===== config.mk =====
export PLATFORM = sky130hd
export DESIGN_NAME = change_dispenser
export DESIGN_NICKNAME = d
export VERILOG_FILES = /design/src/rtl/change_dispenser.sv
export SDC_FILE = /design/constraint.sdc
export NUM_CORES = 1
export LEC_CHECK = 0
export ABC_AREA = 1
export CAP_MARGIN = 10
export CORE_MARGIN = 5
export CORE_UTILIZATION = 52
export CTS_CLUSTER_DIAMETER = 150
export CTS_CLUSTER_SIZE = 30
export DETAILED_ROUTE_END_ITERATION = 10
export GPL_TIMING_DRIVEN = 0
export PLACE_DENSITY = 0.79
export SYNTH_ARGS = -nofsm -noshare
export SYNTH_HDL_FRONTEND = slang
export SYNTH_SLANG_ARGS = --single-unit

===== constraint.sdc =====
create_clock -name clk -period 1.7 [get_ports clk]
set_clock_uncertainty 0.05 [all_clocks]
set_input_delay 0.34 -clock clk [delete_from_list [all_inputs] [get_ports clk]]
set_output_delay 0.34 -clock clk [all_outputs]
set_load 0.01 [all_outputs]

===== src/rtl/change_dispenser.sv =====
// Coin-eject sequencer for the vending change path: dispenses the dollar coin first,
// then the quarters, confirming each coin via the drop sensor and latching a jam on timeout.
module change_dispenser #(
  parameter int unsigned PULSE_CYCLES   = 4,
  parameter int unsigned GAP_CYCLES     = 4,
  parameter int unsigned TIMEOUT_CYCLES = 16
) (
  input  logic       clk,
  input  logic       reset,
  input  logic       req_valid,
  input  logic [2:0] req_quarters,
  input  logic       req_dollar,
  output logic       req_ready,
  output logic       eject_quarter,
  output logic       eject_dollar,
  input  logic       coin_sensed,
  input  logic       jam_clear,
  output logic       busy,
  output logic       done,
  output logic       jam,
  output logic [2:0] quarters_left,
  output logic       dollar_left
);

  typedef enum logic [2:0] {
    IDLE,
    D_PULSE,
    Q_PULSE,
    WAIT,
    GAP,
    DONE,
    JAM
  } state_t;

  localparam logic [7:0] PULSE_LAST   = 8'(PULSE_CYCLES - 1);
  localparam logic [7:0] GAP_LAST     = 8'(GAP_CYCLES - 1);
  localparam logic [7:0] TIMEOUT_LAST = 8'(TIMEOUT_CYCLES - 1);

  state_t     state;
  logic [7:0] timer;
  logic       sense_seen;
  logic [2:0] q_cnt;
  logic       d_cnt;

  always_ff @(posedge clk) begin
    if (reset) begin
      state      <= IDLE;
      timer      <= '0;
      sense_seen <= 1'b0;
      q_cnt      <= '0;
      d_cnt      <= 1'b0;
    end else begin
      case (state)
        IDLE: begin
          if (req_valid) begin
            q_cnt      <= req_quarters;
            d_cnt      <= req_dollar;
            timer      <= '0;
            sense_seen <= 1'b0;
            if (req_dollar)
              state <= D_PULSE;
            else if (req_quarters != '0)
              state <= Q_PULSE;
            else
              state <= DONE;
          end
        end

        D_PULSE, Q_PULSE: begin
          sense_seen <= sense_seen | coin_sensed;
          if (timer == PULSE_LAST) begin
            timer <= '0;
            state <= WAIT;
          end else begin
            timer <= timer + 8'd1;
          end
        end

        // A sense captured during the pulse, or live this cycle, confirms the coin.
        WAIT: begin
          if (sense_seen || coin_sensed) begin
            timer <= '0;
            if (d_cnt) begin
              d_cnt <= 1'b0;
              state <= (q_cnt == '0) ? DONE : GAP;
            end else begin
              if (q_cnt != '0)
                q_cnt <= q_cnt - 3'd1;
              state <= (q_cnt <= 3'd1) ? DONE : GAP;
            end
          end else if (timer == TIMEOUT_LAST) begin
            timer <= '0;
            state <= JAM;
          end else begin
            timer <= timer + 8'd1;
          end
        end

        GAP: begin
          if (timer == GAP_LAST) begin
            timer      <= '0;
            sense_seen <= 1'b0;
            state      <= d_cnt ? D_PULSE : Q_PULSE;
          end else begin
            timer <= timer + 8'd1;
          end
        end

        DONE: state <= IDLE;

        JAM: begin
          if (jam_clear) begin
            q_cnt <= '0;
            d_cnt <= 1'b0;
            state <= IDLE;
          end
        end

        default: state <= IDLE;
      endcase
    end
  end

  assign req_ready     = (state == IDLE);
  assign eject_dollar  = (state == D_PULSE);
  assign eject_quarter = (state == Q_PULSE);
  assign busy          = (state != IDLE) && (state != JAM);
  assign done          = (state == DONE);
  assign jam           = (state == JAM);
  assign quarters_left = q_cnt;
  assign dollar_left   = d_cnt;

endmodule


; Yosys cells after proc, flatten, opt, wreduce, memory -nomap -nowiden
; Cells that the tools add are included.
[totals]
ff_bits = 16
inputBits = 9
out_inout_bits = 10
word_cells = 73
[op_classes]
n_addsub = 2
order_cmp = 1
eq_ne = 17
muxes = 30
bitwise = 1
n_reduce_logical = 17
[op_table]
columns = op, count
row1 = $mux 3, 12
row2 = $mux 8, 4
row3 = $pmux 8 s3, 1
row4 = $reduce_bool 3->1, 6
row5 = $pmux 3 s5, 1
row6 = $ne 2x2->1 const B, 7
row7 = $eq 3x3->1 const B, 3
row8 = $pmux 3 s3, 1
row9 = $add 8x1->8 const B, 1
row10 = $eq 8x2->1 const B, 1
row11 = $eq 8x4->1 const B, 1
row12 = $mux 1, 8
row13 = $eq 3x2->1 const B, 2
row14 = $logic_not 3->1, 2
row15 = $ne 3x3->1 const B, 2
row16 = $pmux 1 s3, 2
row17 = $reduce_and 6->1, 1
row18 = $reduce_and 5->1, 1
row19 = $reduce_and 4->1, 1
row20 = $eq 3x1->1 const B, 1
row21 = $le 3x1->1 const B, 1
row22 = $reduce_and 3->1, 1
row23 = $reduce_or 3->1, 1
row24 = $sub 3x1->3 const B, 1
row25 = other kinds (6), 6

; Longest topological paths before layout
[depth]
word_depth = 5
ltp_mapped = 11
depth_no_buf = 10

; Least setup slack after synthesis
; No wires, ideal clock.
[synth_path]
path_kind = register to register
startpoint = register q_cnt[0] (netlist: quarters_left[0])
endpoint = register q_cnt[0] (netlist: quarters_left[0])
setup_time_ns = 0.118
t_arrival_ns = 1.351
required_ns = 1.532
setup_slack_ns = 0.181
stages_incl_launch_ff = 8
n_path_buf = 0
synth_period_minus_slack_ns = 1.519
cell_sequence = dfxtp_1 -> inv_1 -> ha_1 -> ha_1 -> o21ai_1 -> nand3_1 -> nor3_1 -> nor2_1
[synth_between]
elab_chain_cells = 5
elab_cells_between_ends = 8
cone_classes = add/sub: 1 / eq/ne: 1 / mux: 4 / reduce/logical: 2
[synth_lines]
columns = element, line
row1 = "start, declared", 42  ; logic [2:0] q_cnt;
row2 = "start signal, assigned", 56  ; q_cnt <= req_quarters;
row3 = "start signal, assigned", 88  ; q_cnt <= q_cnt - 3'd1;
row4 = $sub 3x1->3, 88
row5 = $mux 3, 87  ; if (q_cnt != '0)
row6 = $mux 3, 83  ; if (d_cnt) begin
row7 = $mux 3, 81  ; if (sense_seen || coin_sensed) begin
row8 = $pmux 3 s3, 53  ; case (state)
; Parallel ways exist; a longest one is shown, timed or not. The select of a mux whose other input is x is not followed.
; A chain may end at the register's enable or synchronous reset.

; Worst setup path in the final report
[layout_path]
startpoint = register state[2]
endpoint = output eject_quarter
[layout_between]
elab_chain_cells = 1
[layout_lines]
columns = element, line
row1 = "start, declared", 39  ; state_t state;
row2 = "start signal, assigned", 85  ; state <= (q_cnt == '0) ? DONE : GAP;
row3 = "start signal, assigned", 89  ; state <= (q_cnt <= 3'd1) ? DONE : GAP;
row4 = "start signal, assigned", 103  ; state <= d_cnt ? D_PULSE : Q_PULSE;
row5 = $eq 3x2->1, 126  ; assign eject_quarter = (state == Q_PULSE);
row6 = "end, declared", 14  ; output logic eject_quarter,
; No other way between the ends.

==> results_dict.tcl <==
set metrics [dict create \
    stdcell_count 242 \
    portBuffers 18 \
    min_period_ns 1.64 \
    dp.cells 233 \
    cts_buffers 3 \
    ios 19 \
    regArea_um2 332 \
    synth_flop_cell "dfxtp_1" \
    insertion_delay_ns 0.29 \
    ir_drop_mv 0.895 \
    setup_ws_ns 0.0555 \
    drc 0 \
    p_seq_frac 0.308 \
    cp_slowest_cell "dfxtp_2" \
    period_share 0.967 \
    worst_pin_slew_ns 0.367 \
    netSwitchingFraction 0.437 \
    worst_setup_path_end_kind "output pin" \
    place_congestion 0.879 \
    finalMaxSlewViolations 0 \
    grt_pass1_wl_um 4580 \
    clk_path_buf_depth 2 \
    antenna_found_initial 0 \
    combPwrFrac 0.543 \
    synth_edf_count 0 \
    grt.total_usage 0.175 \
    synth_top_area_share 0.287 \
    rsz0062_at_grt "no" \
    initial_core_util 0.557 \
    synth_area_per_cell_um2 5.93 \
    cp-start-kind "register" \
    ant_nets 0 \
    dieArea_mm2 0.00317 \
    route.vias.total 1269 \
    crit_path_cell_trace "inv_2 > nand3_1 > inv_1 > dlygate4sd2_1" \
    cts-root-buf "clkbuf_4" \
    clockPowerShare 0.150 \
    leakagePower_nw 0.709 \
    pre_cts_ws_ns -0.141 \
    multiInputGateArea_um2 687 \
    grt_pass1_vias 1153 \
    yosysWarningCount 0 \
    internal_power_mw 0.986 \
    finalNetCount 229 \
    die_x_um 56.3 \
    fill_cells 183 \
    dr.pass1.iters 4 \
    rows 16 \
    synthTopCellsByArea "dfxtp_1 29%, nand2_1 16%, inv_1 11%" \
    routed_via_density 5.24 \
    core_area_mm2 0.00200 \
    setup_viol_count_final 0 \
    crit_path_max_incr_delay_ns 0.37 \
    ys_async_sr_fraction 0 \
    die_h_um 56.3 \
    wl_per_cell_um 11.4 \
    cts_tree "yes" \
    hold_viol 0 \
    globalRouteOverflowTotal 0 \
    yosysMostFrequentCell "nand2_1" \
    area_growth_pct 29.6 \
    drive_gt1_frac 0.172 \
    grt_max_degree 10 \
    n_antenna_cell 0 \
    wirelength_um 2750 \
    crit_fanout 6 \
    r2r_cells 7 \
    synth_cell_types 22 \
    dpl.hpwl_um 2100 \
    synth_top_cell_by_area "dfxtp_1" \
    timing.fmax_mhz 608 \
    fin_util 0.722 \
    clk_pin_slew_ns 0.10 \
    status "completed" \
    synth_seq_cells 16 \
    ys_seq_area_frac 0.287 \
    worstSetupPathType "reg2out" \
    clock_sinks 16 \
    synthesis.area_mm2 0.00111 \
    hold_class "reg2reg" \
    cts_htree_levels 1 \
    max_cap_viol_count 0 \
    worstPathArrival_ns 1.25 \
    syn_inst 188 \
    synth_nets 201 \
    critical_path_required_ns 1.31 \
    max-slew-margin-rel 0.753 \
    whs_path_depth 2 \
    first_iter_violations 27 \
    synthTopCellsByCount "48 x nand2_1, 32 x inv_1, 25 x nor2_1" \
    p_per_area_mw_per_mm2 1210 \
    p_switching_mw 0.767 \
]
-- cells by family after synthesis --
group,share of synthesized area
xor+xnor,0.00786
flops,0.287
compound gates,0.103
simple gates,0.431
buf+inv,0.126
fa+ha+maj,0.0449
-- per-stage QoR --
stage          total power [mW]  setup TNS (ns)  area, um2  hold WS, ns
3_5_place_dp               1.41           -1.04       1330        0.408
3_3_place_gp               1.39          -0.838       1330        0.404
2_1_floorplan              1.10               0       1110        0.359
4_1_cts                    1.72               0       1400        0.423
6_report                   1.75               0       1450        0.422
5_1_grt                    1.92               0       1450        0.475
-- cells in the final DEF (no fill, tap or decap), types with 2 or more instances in the layout --
| master | Yosys | final |
|---|---|---|
| clkbuf_4 | 0 | 3 |
| nor2_2 | 4 | 4 |
| nand3_1 | 20 | 18 |
| inv_2 | 4 | 5 |
| a21oi_1 | 8 | 8 |
| o21ai_0 | 6 | 6 |
| nand4_1 | 2 | 2 |
| buf_4 | 0 | 4 |
| o21ai_1 | 2 | 2 |
| nor2_1 | 25 | 24 |
| nand3_2 | 1 | 3 |
| nand2_2 | 1 | 3 |
| dfxtp_1 | 16 | 11 |
| clkdlybuf4s15_1 | 0 | 3 |
| o22ai_1 | 3 | 3 |
| dfxtp_2 | 0 | 3 |
| clkdlybuf4s50_1 | 0 | 12 |
| nor2_4 | 1 | 2 |
| nand2_1 | 48 | 46 |
| nor3_1 | 6 | 6 |
| inv_1 | 32 | 31 |
| ha_1 | 4 | 3 |
| dfxtp_4 | 0 | 2 |
-- layer usage --
layer,up-vias,part of all wire,track usage
met5,-,0,0
met4,0,0.0076,0.0271
met3,5,0.041,0.0550
met2,21,0.49,0.312
met1,592,0.46,0.208
li1,651,-,-
-- sequential cells by signal, summed over array words and instances, names as in the netlist --
register and cells:
state 3, sense_seen 1, quarters_left 3, dollar_left 1, timer 8
-- worst paths after layout --
check	start	end	slack, ns
worst max-delay path	state[2]$_SDFFE_PP0P_	eject_quarter	0.06
worst max register to register	quarters_left[0]$_SDFFE_PP0P_	quarters_left[2]$_SDFFE_PP0P_	0.15
worst min-delay path	sense_seen$_SDFFE_PP0P_	sense_seen$_SDFFE_PP0P_	0.42
worst min register to register	sense_seen$_SDFFE_PP0P_	sense_seen$_SDFFE_PP0P_	0.42
-- power by group through the flow --
stage	sequential [mW]	clock [mW]	combinational, mW
after global routing	0.552	0.286	1.08
final	0.539	0.262	0.951
after floorplan	0.528	0	0.575
after detailed placement	0.527	0	0.882
after CTS	0.530	0.269	0.921
after global placement	0.522	0	0.865
-- layout make-up --
| type | instances | share of cell area |
|---|---|---|
| Multi-Input combinational cell | 135 | 0.475 |
| Sequential cell | 16 | 0.229 |
| Timing Repair Buffer | 23 | 0.145 |
| Inverter | 36 | 0.0935 |
| Clock buffer | 4 | 0.0251 |
| Tap cell | 27 | 0.0234 |
| Buffer | 1 | 0.00779 |
-- timing repair --
item                                    CTS  global route
gates cloned                              0             1
hold buffers                              0             0
gates resized for setup                  18            13
endpoints found under the setup margin    6            18
setup buffers                             2             2
pin swaps                                 0             1
-- worst max-delay path, delay by kind of cell, from the launching register on --
family	cells	cell delay, ns
flops	1	0.37
simple gates	1	0.13
buf+inv	3	0.46
No activity file was read; power rests on OpenSTA's default activity.
